## config.mk

```make
export PLATFORM = sky130hd
export DESIGN_NAME = bus_xfer_sequencer
export DESIGN_NICKNAME = d
export VERILOG_FILES = /design/src/rtl/bus_xfer_sequencer.sv
export SDC_FILE = /design/constraint.sdc
export NUM_CORES = 1
export LEC_CHECK = 0
export CORE_MARGIN = 2
export CORE_UTILIZATION = 52
export DETAILED_ROUTE_END_ITERATION = 16
export PLACE_DENSITY = 0.74
export SKIP_LAST_GASP = 1
export SLEW_MARGIN = 25
export SYNTH_ARGS = -nofsm -noshare
export SYNTH_HDL_FRONTEND = slang
export SYNTH_SLANG_ARGS = --single-unit
```

## constraint.sdc

```tcl
create_clock -name clock -period 3.2 [get_ports clock]
set_input_delay 0.8 -clock clock [delete_from_list [all_inputs] [get_ports clock]]
set_output_delay 0.8 -clock clock [all_outputs]
set_load 0.03 [all_outputs]
```

## src/rtl/bus_xfer_sequencer.sv

```systemverilog
// Register-transfer sequencer: queues one-hot source / destination-mask requests
// and issues one registered bus transfer per cycle, with stall and sticky source error.
module bus_xfer_sequencer #(
  parameter int DEPTH = 4,
  parameter int CW    = $clog2(DEPTH) + 1
) (
  input  logic          clock,
  input  logic          clear,
  input  logic          req_valid,
  output logic          req_ready,
  input  logic [23:0]   req_src,
  input  logic [23:0]   req_dst,
  input  logic          stall,
  output logic [4:0]    bus_select,
  output logic [23:0]   dst_enable,
  output logic          xfer_active,
  output logic          err_src,
  output logic [CW-1:0] count
);

  localparam int AW = $clog2(DEPTH);

  typedef struct packed {
    logic [4:0]  sel;
    logic [23:0] dst;
  } entry_t;

  entry_t          mem_q [DEPTH];
  logic [AW-1:0]   wr_ptr_q, wr_ptr_d;
  logic [AW-1:0]   rd_ptr_q, rd_ptr_d;
  logic [CW-1:0]   count_q, count_d;
  logic [4:0]      sel_q, sel_d;
  logic [23:0]     dst_q, dst_d;
  logic            xfer_q, xfer_d;
  logic            err_q, err_d;

  logic [4:0]      src_sel;
  logic            src_legal;
  logic            accept;
  logic            push;
  logic            pop;

  // Ready looks only at the registered count, never at this edge's pop.
  assign req_ready = clear && (count_q < CW'(DEPTH));
  assign accept    = req_valid && req_ready;
  assign src_legal = $onehot(req_src);
  assign push      = accept && src_legal;
  assign pop       = !stall && (count_q != '0);

  always_comb begin
    // NOTE: every signal assigned here gets a default first, so no latch is inferred.
    src_sel = '0;
    for (int i = 0; i < 24; i++) begin
      if (req_src[i]) src_sel = 5'(i);
    end
  end

  always_comb begin
    wr_ptr_d = wr_ptr_q;
    rd_ptr_d = rd_ptr_q;
    count_d  = count_q + CW'(push) - CW'(pop);
    sel_d    = sel_q;
    dst_d    = dst_q;
    xfer_d   = xfer_q;
    err_d    = err_q | (accept & ~src_legal);

    if (push) wr_ptr_d = wr_ptr_q + AW'(1);

    // A stalled stage holds everything, including asserted enables.
    if (!stall) begin
      if (count_q != '0) begin
        sel_d    = mem_q[rd_ptr_q].sel;
        dst_d    = mem_q[rd_ptr_q].dst;
        xfer_d   = 1'b1;
        rd_ptr_d = rd_ptr_q + AW'(1);
      end else begin
        dst_d  = '0;
        xfer_d = 1'b0;
      end
    end
  end

  // NOTE: state registers use non-blocking assignments so every flop samples pre-edge values.
  always_ff @(posedge clock or negedge clear) begin
    if (!clear) begin
      wr_ptr_q <= '0;
      rd_ptr_q <= '0;
      count_q  <= '0;
      sel_q    <= '0;
      dst_q    <= '0;
      xfer_q   <= 1'b0;
      err_q    <= 1'b0;
    end else begin
      wr_ptr_q <= wr_ptr_d;
      rd_ptr_q <= rd_ptr_d;
      count_q  <= count_d;
      sel_q    <= sel_d;
      dst_q    <= dst_d;
      xfer_q   <= xfer_d;
      err_q    <= err_d;
    end
  end

  // NOTE: queue storage is not reset; zeroed pointers and count make stale entries unreachable.
  always_ff @(posedge clock) begin
    if (push) mem_q[wr_ptr_q] <= '{sel: src_sel, dst: req_dst};
  end

  assign bus_select  = sel_q;
  assign dst_enable  = dst_q;
  assign xfer_active = xfer_q;
  assign err_src     = err_q;
  assign count       = count_q;

endmodule

```

# Word-level counts from Yosys, hierarchy flattened
# Memories as Yosys holds them, arrays and structs flattened.
# Index checks and enable logic that the tools add are counted.
dict set report word_totals {
  regBits 38
  mem_bits_rw 116
  in_bits 52
  out_inout_bits 35
  elab_cells 75
  n_memories 1
}
# memory depth width rd rd_ports_with_merged_regs write_ports line_no
set memory_table {}
lappend memory_table {mem_q 4 29 1 0 1 28} ;# entry_t mem_q [DEPTH];
dict set report classes {
  n_addsub 27
  order_cmp 1
  n_eq_ne 1
  muxes 27
  bitwise_logic 4
  n_reduce_logical 7
}
# cell n
set ops {}
lappend ops {{$mux 5} 21}
lappend ops {{$add 1x1->2} 12}
lappend ops {{$mux 24} 1}
lappend ops {{$add 2x2->3} 6}
lappend ops {{$add 3x3->4} 3}
lappend ops {{$add 4x4->5} 1}
lappend ops {{$add 5x4->5} 1}
lappend ops {{$eq 5x1->1 const B} 1}
lappend ops {{$add 2x1->2 const B} 2}
lappend ops {{$logic_and 1x1->1} 4}
lappend ops {{$mux 1} 4}
lappend ops {{$add 3x1->3} 1}
lappend ops {{$lt 3x3->1 const B} 1}
lappend ops {{$reduce_bool 3->1} 1}
lappend ops {{$sub 3x1->3} 1}
lappend ops {{$mux 2} 1}
lappend ops {{$not 1->1} 2}
lappend ops {{$reduce_and 2->1} 1}
lappend ops {{$and 1x1->1} 1}
lappend ops {{$logic_not 1->1} 1}
lappend ops {{$or 1x1->1} 1}

# Logic depth before layout (Yosys ltp)
# Gate-level depths: netlist of run 1.
dict set report logic_depth {
  ltp_word 23
  ltp_mapped 23
}

# Worst setup path after synthesis of run 1
# OpenSTA, ideal clock, no wires.
dict set report synth_timing {
  path_type {in2reg}
  from {in req_src[5]}
  to {reg count_q[2] (netlist: count[2])}
  setup_ns 0.134
  t_arrival_ns 6.031
  required_ns 3.066
  slack_ns -2.965
  cell_stages 21
  path_buffers 0
  cell_sequence {inv_1 fa_1 inv_1 fa_1 fa_1 fa_1 inv_1 fa_1 inv_1 ha_1 fa_1 or4b_4 nor4_4 inv_1 ha_1 inv_1 ha_1 inv_1 fa_1 xnor2_1 xnor2_1}
}
dict set report synth_between {
  elab_chain_len 9
}
# element line_no
set synth_lines {}
lappend synth_lines {{start, declared} 11} ;# input logic [23:0] req_src,
lappend synth_lines {{$add 1x1->2 (implied by the code)} 46} ;# assign src_legal = $onehot(req_src);
lappend synth_lines {{$add 2x2->3 (implied by the code)} 46}
lappend synth_lines {{$add 3x3->4 (implied by the code)} 46}
lappend synth_lines {{$add 4x4->5 (implied by the code)} 46}
lappend synth_lines {{$add 5x4->5 (implied by the code)} 46}
lappend synth_lines {{$eq 5x1->1} 46}
lappend synth_lines {{$logic_and 1x1->1} 47} ;# assign push = accept && src_legal;
lappend synth_lines {{$add 3x1->3} 61} ;# count_d = count_q + CW'(push) - CW'(pop);
lappend synth_lines {{$sub 3x1->3} 61}
lappend synth_lines {{named net count_d[2]} 31} ;# logic [CW-1:0] count_q, count_d;
lappend synth_lines {{end signal, assigned} 96} ;# count_q <= count_d;
lappend synth_lines {{end, declared} 31}
# The timed path passes the listed nets, and every way through them passes these cells.
# A chain may end at the register's enable or synchronous reset.

# Worst setup path in the final report of run 1
dict set report layout_timing {
  from {in req_src[17]}
  to {reg count_q[2] (netlist: count[2])}
}
dict set report layout_between {
  elab_chain_len 8
}
# element line_no
set layout_lines {}
lappend layout_lines {{$add 1x1->2 (implied by the code)} 46}
lappend layout_lines {{$add 2x2->3 (implied by the code)} 46}
lappend layout_lines {{$add 3x3->4 (implied by the code)} 46}
lappend layout_lines {{$add 5x4->5 (implied by the code)} 46}
lappend layout_lines {{$eq 5x1->1} 46}
lappend layout_lines {{$logic_and 1x1->1} 47}
lappend layout_lines {{$add 3x1->3} 61}
lappend layout_lines {{$sub 3x1->3} 61}
lappend layout_lines {{named net count_d[2]} 31}
# The timed path passes the listed nets, and every way through them passes these cells.

==> flow_summary.yaml, run 1 <==
run_status:
  status: "complete, but fails checks"
  failed_checks: "negative setup slack"
place:
  placement.cell_area_um2: 7830
  numPortBuffers: 86
  dp_slack_ns: -3.55
  hpwlAfterDp_mm: 8.27
  gp_routability_congestion: 0.817
timing:
  clock.fmax_mhz: 174
  total_count_of_hold_check_failures_in_the_final_report: 0
  final_period_minus_worst_setup_slack_ns: 5.73
  final_clock_period_utilization_by_the_worst_path_pct: 179
  setup_viol: 122
  layout_setup_ws_ns: -2.53
  worst_slew_margin_rel_pct: 58.7
  final.setup_skew_ns: 0.0153
  timing.setup.tns_ns: -269.56
  timing_max_transition_violations_final: 0
  rsz0062_at_grt: "yes"
  slew_at_the_pin_closest_to_its_max_slew_limit_ns: 0.620
detailed_routing:
  avgRoutedWirePerCell_um: 21.9
  vias_per_cell: 5.55
  detail-route-antenna-nets: 0
  total_routed_length_mm: 14.9
  drtIter0Drc: 325
  routed_vias: 3786
  firstDrtPassIters: 5
  drc: 0
clocking:
  tritoncts_num_sinks: 154
  ctsHtreeMaxLevel: 4
  cts.path.max_buffers: 2
  clk_pin_slew_worst_paths_ns: 0.06
  clk_root_buffer_cell: "sky130_fd_sc_hd__clkbuf_16"
  clkLatencyLatePin_ns: 0.43
  cts.hold.buffers_added: 0
  tritoncts.num_buffers: 17
  tritoncts_clock_tree: "done"
layout:
  mostFrequentLayoutCells: "sky130_fd_sc_hd__edfxtp_1 (116), sky130_fd_sc_hd__clkdlybuf4s50_1 (73), sky130_fd_sc_hd__dfrtp_1 (37), sky130_fd_sc_hd__inv_1 (30), sky130_fd_sc_hd__buf_4 (30)"
  n_fill_cell: 747
  drive_above_1_share_pct: 30.9
  finalNetCount: 583
  postLayoutCellArea_um2: 8760
  multiInputGateArea_um2: 1910
  layout_commonest_cell: "sky130_fd_sc_hd__edfxtp_1"
  area.sequential_um2: 4440
  syn_to_final_growth_pct: 35.7
  insertedDiodeCount: 0
global_route:
  grt_overflow_total: 0
  grt_first_pass_wirelength_mm: 23.0
  track_usage_pct: 24.6
  pin_count_of_the_biggest_net_entering_global_routing: 39
  first_global_vias: 3938
  grt_antenna_before_repair: 0
pwr:
  clock_power_share_pct: 28.0
  p_per_area_nw_per_um2: 831
  power_frac_seq_pct: 36.4
  fin_total_pwr_uw: 7280
  standby_leakage_power_uw: 0.00334
  max-vdd-ir-drop_uv: 423
  swShare_pct: 33.2
  total_switching_power_uw: 2420
  power_report.internal_total_uw: 4860
  combinationalPowerShare_pct: 35.6
synth:
  synth.ff_latch_count: 154
  netlist.area_leader.share_pct: 53.9
  postSynthNetCount: 434
  post_synth_inst_count: 352
  ys_top_cells_by_area: "sky130_fd_sc_hd__edfxtp_1 (54%), sky130_fd_sc_hd__dfrtp_1 (15%), sky130_fd_sc_hd__mux4_2 (10%)"
  mappedNetlistArea_um2: 6460
  synth_sequential_area_ratio_pct: 68.7
  mean_instance_size_in_the_synthesized_netlist_um2: 18.3
  synth_warnings: 0
  post-synth-top-area-cell: "sky130_fd_sc_hd__edfxtp_1"
  ys_flop_type: "sky130_fd_sc_hd__edfxtp_1"
  async_sr_flop_fraction_pct: 24.7
  synth_cell_types: 36
  synth_edf_count: 116
worst_setup_path:
  worst_ep_required_time_ns: 3.51
  cp-end-kind: "flip-flop"
  worstSetupStartpointType: "primary input"
  timing.reg2reg.setup_slack_ns: 0.93
  critPathKind: "primary input to flip-flop"
  crit_arrival_ns: 6.04
  worst-path-max-fanout: 2
run:
  timing.max_cap.violations: 0
floorplan:
  fp.dieArea_um2: 13300
  initial_core_util_pct: 53.5
  dieWidth_um: 115
  pin_count: 87
  fp.dieH_um: 115
  core-area_um2: 12100
  rows: 40
min_path:
  worst_hold_path_type: "flip-flop to flip-flop"
worst max-delay path, stage by stage:
cell	delay (ns)
sky130_fd_sc_hd__buf_6	0.10
sky130_fd_sc_hd__fa_1	0.53
sky130_fd_sc_hd__inv_1	0.05
sky130_fd_sc_hd__fa_1	0.47
sky130_fd_sc_hd__fa_1	0.50
sky130_fd_sc_hd__inv_1	0.05
sky130_fd_sc_hd__fa_1	0.49
sky130_fd_sc_hd__inv_2	0.04
sky130_fd_sc_hd__fa_1	0.49
sky130_fd_sc_hd__inv_2	0.05
sky130_fd_sc_hd__ha_4	0.15
sky130_fd_sc_hd__fa_1	0.45
sky130_fd_sc_hd__or4b_4	0.55
sky130_fd_sc_hd__nor4_4	0.19
sky130_fd_sc_hd__inv_2	0.08
sky130_fd_sc_hd__ha_4	0.24
sky130_fd_sc_hd__inv_2	0.06
sky130_fd_sc_hd__ha_4	0.11
sky130_fd_sc_hd__inv_2	0.03
sky130_fd_sc_hd__fa_2	0.35
sky130_fd_sc_hd__xnor2_2	0.14
sky130_fd_sc_hd__xnor2_1	0.12
flip-flops by register name (all words and copies together), names as in the netlist:
| signal | cells |
|---|---|
| bus_select | 5 |
| count | 3 |
| dst_enable | 24 |
| err_src | 1 |
| mem_q | 116 |
| rd_ptr_q | 2 |
| wr_ptr_q | 2 |
| xfer_active | 1 |
cells by family (layout without fill, tap and decap cells):
family                   count (synthesis)  in the layout  synth area share (%)
flip-flops                             154            154                  68.7
XOR/XNOR                                 5              5                 0.678
adder cells (fa/ha/maj)                 30             30                  7.91
multiplexers                            35             35                  11.2
buffers and inverters                   50            212                  3.00
AND/OR/NAND/NOR                         34             34                  3.14
AO/OA/AOI/OAI                           44             44                  5.39
final cells by class:
| type | count | area share (%) |
|---|---|---|
| Inverter | 38 | 1.66 |
| Clock buffer | 18 | 4.90 |
| Sequential cell | 154 | 50.6 |
| Clock inverter | 14 | 1.89 |
| Multi-Input combinational cell | 148 | 21.8 |
| Timing Repair Buffer | 142 | 16.7 |
| Tap cell | 168 | 2.40 |
what timing repair did:
| action | 4_1_cts | 5_1_grt |
|---|---|---|
| gates resized for setup | 57 | 45 |
| endpoints found under the setup margin | 122 | 122 |
| setup buffers | 16 | 6 |
| pin swaps | 17 | 17 |
| cloned | 10 | 0 |
final timing paths:
kind	depth (start not counted)	from	endpoint
worst max-delay path	22	req_src[17]	count[2]
worst min-delay path	1	err_src	err_src
worst max register to register	11	count[2]	count[2]
worst min register to register	1	err_src	err_src
max in group asynchronous	2	clear	rd_ptr_q[0]
min in group asynchronous	2	clear	dst_enable[17]
Yosys cell counts (all sizes together), types with 2 or more instances:
master,count
edfxtp,116
nand2b,2
nand2,4
a21oi,5
and2,5
nor3,4
dfrtp,38
o21bai,2
a21o,2
inv,38
clkbuf,7
mux2,6
xnor2,4
buf,5
ha,12
o21ai,4
mux4,29
nor2,10
fa,18
o311a,2
or4b,2
nor4,4
a22o,24
stage by stage:
stage,std cells,hold slack (ns),utilization [%]
after floorplan,352,0.504,-
after global placement,631,0.461,64.9
after detailed placement,631,0.469,64.9
after CTS,688,0.488,73.7
after global routing,682,0.515,72.6
final,682,0.485,72.6
layer usage:
layer | global-route usage [%] | vias up | wire length (µm) | part of all wire, %
li1 | - | 1649 | - | -
met1 | 32.9 | 1953 | 6120 | 41
met2 | 39.8 | 163 | 7540 | 51
met3 | 6.17 | 21 | 975 | 6.5
met4 | 9.16 | 0 | 289 | 1.9
met5 | 0 | - | 0 | 0
power by group through the flow:
stage / Sequential (µW) / Clock [µW] / Combinational [µW]
final: 2650 / 2040 / 2590
after global routing: 2690 / 2140 / 2810
after CTS: 2650 / 2030 / 2570
after detailed placement: 2690 / 0 / 2420
after global placement: 2680 / 0 / 2360
after floorplan: 2980 / 0 / 1250
No activity file was read; power rests on OpenSTA's default activity.
==> run 2: changes to the inputs <==
CORE_UTILIZATION = 49   (was 52)
PLACE_DENSITY = 0.73   (was 0.74)
clock period = 5.2 ns   (was 3.2 ns; I/O delays follow)
==> run 2 against run 1 <==
The flow still finishes with violations (negative setup slack); count of clock-buffer cells in the layout grew 3; hold slack got worse by 0.0070 ns; global-route usage is 3.4 points lower; design area grew 0.37%; largest power group unchanged; non-clock buffer count grew 1; largest cell class unchanged.
==> flow_summary.yaml, run 2 (synthesis gave the netlist of run 1 again) <==
detailed_routing:
  detail-route-antenna-nets: 0
  routed_vias: 3757
  drc: 0
  vias_per_cell: 5.47
  firstDrtPassIters: 4
  avgRoutedWirePerCell_um: 20.1
  total_routed_length_mm: 13.8
  drtIter0Drc: 316
layout:
  fin_util_pct: 69.1
  largest_register_ffs: 116
  drive_above_1_share_pct: 30.3
  n_fill_cell: 868
  insertedDiodeCount: 0
  mostFrequentLayoutCells: "sky130_fd_sc_hd__edfxtp_1 (116), sky130_fd_sc_hd__clkdlybuf4s50_1 (73), sky130_fd_sc_hd__dfrtp_1 (37), sky130_fd_sc_hd__buf_4 (32), sky130_fd_sc_hd__inv_1 (30)"
  finalNetCount: 584
  layout_commonest_cell: "sky130_fd_sc_hd__edfxtp_1"
  syn_to_final_growth_pct: 36.2
  largest-register: "mem_q"
clocking:
  cts.path.max_buffers: 2
  tritoncts_num_sinks: 154
  tritoncts_clock_tree: "done"
  tritoncts.num_buffers: 17
  clkLatencyLatePin_ns: 0.41
  clk_root_buffer_cell: "sky130_fd_sc_hd__clkbuf_16"
  ctsHtreeMaxLevel: 4
  clk_pin_slew_worst_paths_ns: 0.06
run_status:
  failed_checks: "negative setup slack"
  status: "complete, but fails checks"
global_route:
  track_usage_pct: 21.3
  pin_count_of_the_biggest_net_entering_global_routing: 39
  grt_most_used_layer: "met2"
  first_global_vias: 4033
  grt_overflow_total: 0
  global_routing_met3_resource_utilization_pct: 5.31
  grt_util_met2_pct: 35.4
  grt_antenna_before_repair: 0
  grt_first_pass_wirelength_mm: 22.0
  globalRouteMet1Util_pct: 27.3
worst_setup_path:
  worst_ep_required_time_ns: 5.50
  bufs_and_invs_on_worst_path: 8
  crit_arrival_ns: 6.59
  max_stage_delay_ns: 0.57
  critPathMostFrequentCell: "sky130_fd_sc_hd__fa_1"
  critPathKind: "primary input to flip-flop"
  crit_path_cell_trace: "buf_8 > fa_1 > inv_2 > fa_1 > fa_1 > inv_1 > fa_1 > inv_1 > fa_1 > inv_2 > ha_4 > fa_1 > or4b_4 > nor4_4 > inv_1 > ha_1 > inv_2 > ha_4 > inv_2 > fa_2 > xnor2_2 > xnor2_1"
  cp-end-kind: "flip-flop"
  worst-path-max-fanout: 2
  worstSetupStartpointType: "primary input"
  cell_family_with_the_largest_share_of_critical_path_delay: "adder cells"
  critical_path_top_delay_cell: "sky130_fd_sc_hd__or4b_4"
timing:
  final_clock_period_utilization_by_the_worst_path_pct: 121
  final_period_minus_worst_setup_slack_ns: 6.29
  timing.setup.tns_ns: -77.17
  layout_setup_ws_ns: -1.09
  final.setup_skew_ns: 0.00877
  setup_viol: 122
  worst_slew_margin_rel_pct: 58.0
  timing_max_transition_violations_final: 0
  rsz0062_at_grt: "yes"
  total_count_of_hold_check_failures_in_the_final_report: 0
  slew_at_the_pin_closest_to_its_max_slew_limit_ns: 0.630
  clock.fmax_mhz: 159
place:
  gp_routability_congestion: 0.872
  hpwlAfterDp_mm: 8.14
  numPortBuffers: 86
  dp_slack_ns: -1.98
run:
  timing.max_cap.violations: 0
pwr:
  swShare_pct: 31.4
  standby_leakage_power_uw: 0.00335
  combinationalPowerShare_pct: 34.8
  total_switching_power_uw: 1420
  power_frac_seq_pct: 36.8
  p_per_area_nw_per_um2: 514
  fin_total_pwr_uw: 4520
  clock_power_share_pct: 28.4
  max-vdd-ir-drop_uv: 265
  power_report.internal_total_uw: 3100
floorplan:
  fp.dieArea_um2: 14100
  initial_core_util_pct: 50.8
  fp.dieH_um: 119
  core-area_um2: 12700
  rows: 41
  pin_count: 87
  dieWidth_um: 119
min_path:
  worst_hold_path_type: "flip-flop to flip-flop"
[run 2: area by class of cell]
type / instances / area [µm²] / area share (%)
clock buffer: 21 / 450 / 5.12
clock inverter: 11 / 168 / 1.91
inverter: 38 / 145 / 1.65
multi-input combinational: 148 / 1900 / 21.6
sequential: 154 / 4440 / 50.5
tap: 172 / 215 / 2.45
timing repair buffer: 143 / 1480 / 16.8
[run 2: what timing repair did]
item | 4_1_cts | 5_1_grt
hold buffers | 0 | 0
gates resized for setup | 57 | 36
pin swaps | 18 | 16
buffers inserted | 14 | 8
cloned | 9 | 0
setup endpoints to repair | 122 | 122
[run 2: worst paths after layout]
kind                                   from        endpoint  slack [ns]  cells past startpoint
worst max register to register     count[2]        count[2]        2.85                     11
worst min-delay path                err_src         err_src        0.48                      1
worst max-delay path            req_src[17]        count[2]       -1.09                     22
max in group asynchronous             clear     rd_ptr_q[0]        3.71                      2
worst min register to register      err_src         err_src        0.48                      1
min in group asynchronous             clear  dst_enable[12]        1.07                      2
[run 2: power by group through the flow]
stage          Sequential [µW]  Clock, µW  Combinational (µW)
2_1_floorplan             1830          0                 769
3_3_place_gp              1670          0                1430
3_5_place_dp              1690          0                1460
4_1_cts                   1670       1290                1510
5_1_grt                   1690       1360                1690
6_report                  1660       1290                1570
[run 2: metal layers]
layer | part of all wire [%] | routed length [µm] | up-vias
met5 | 0 | 0 | -
met4 | 1.4 | 200 | 0
met3 | 6.5 | 899 | 16
met2 | 51 | 7030 | 157
met1 | 41 | 5680 | 1933
li1 | - | - | 1651
[run 2: metrics by stage]
stage	instances	hold slack, ns	cell area, µm²
after floorplan	352	0.535	6470
after global placement	637	0.464	7850
after detailed placement	637	0.465	7850
after CTS	691	0.481	8900
after global routing	687	0.502	8790
final	687	0.478	8790
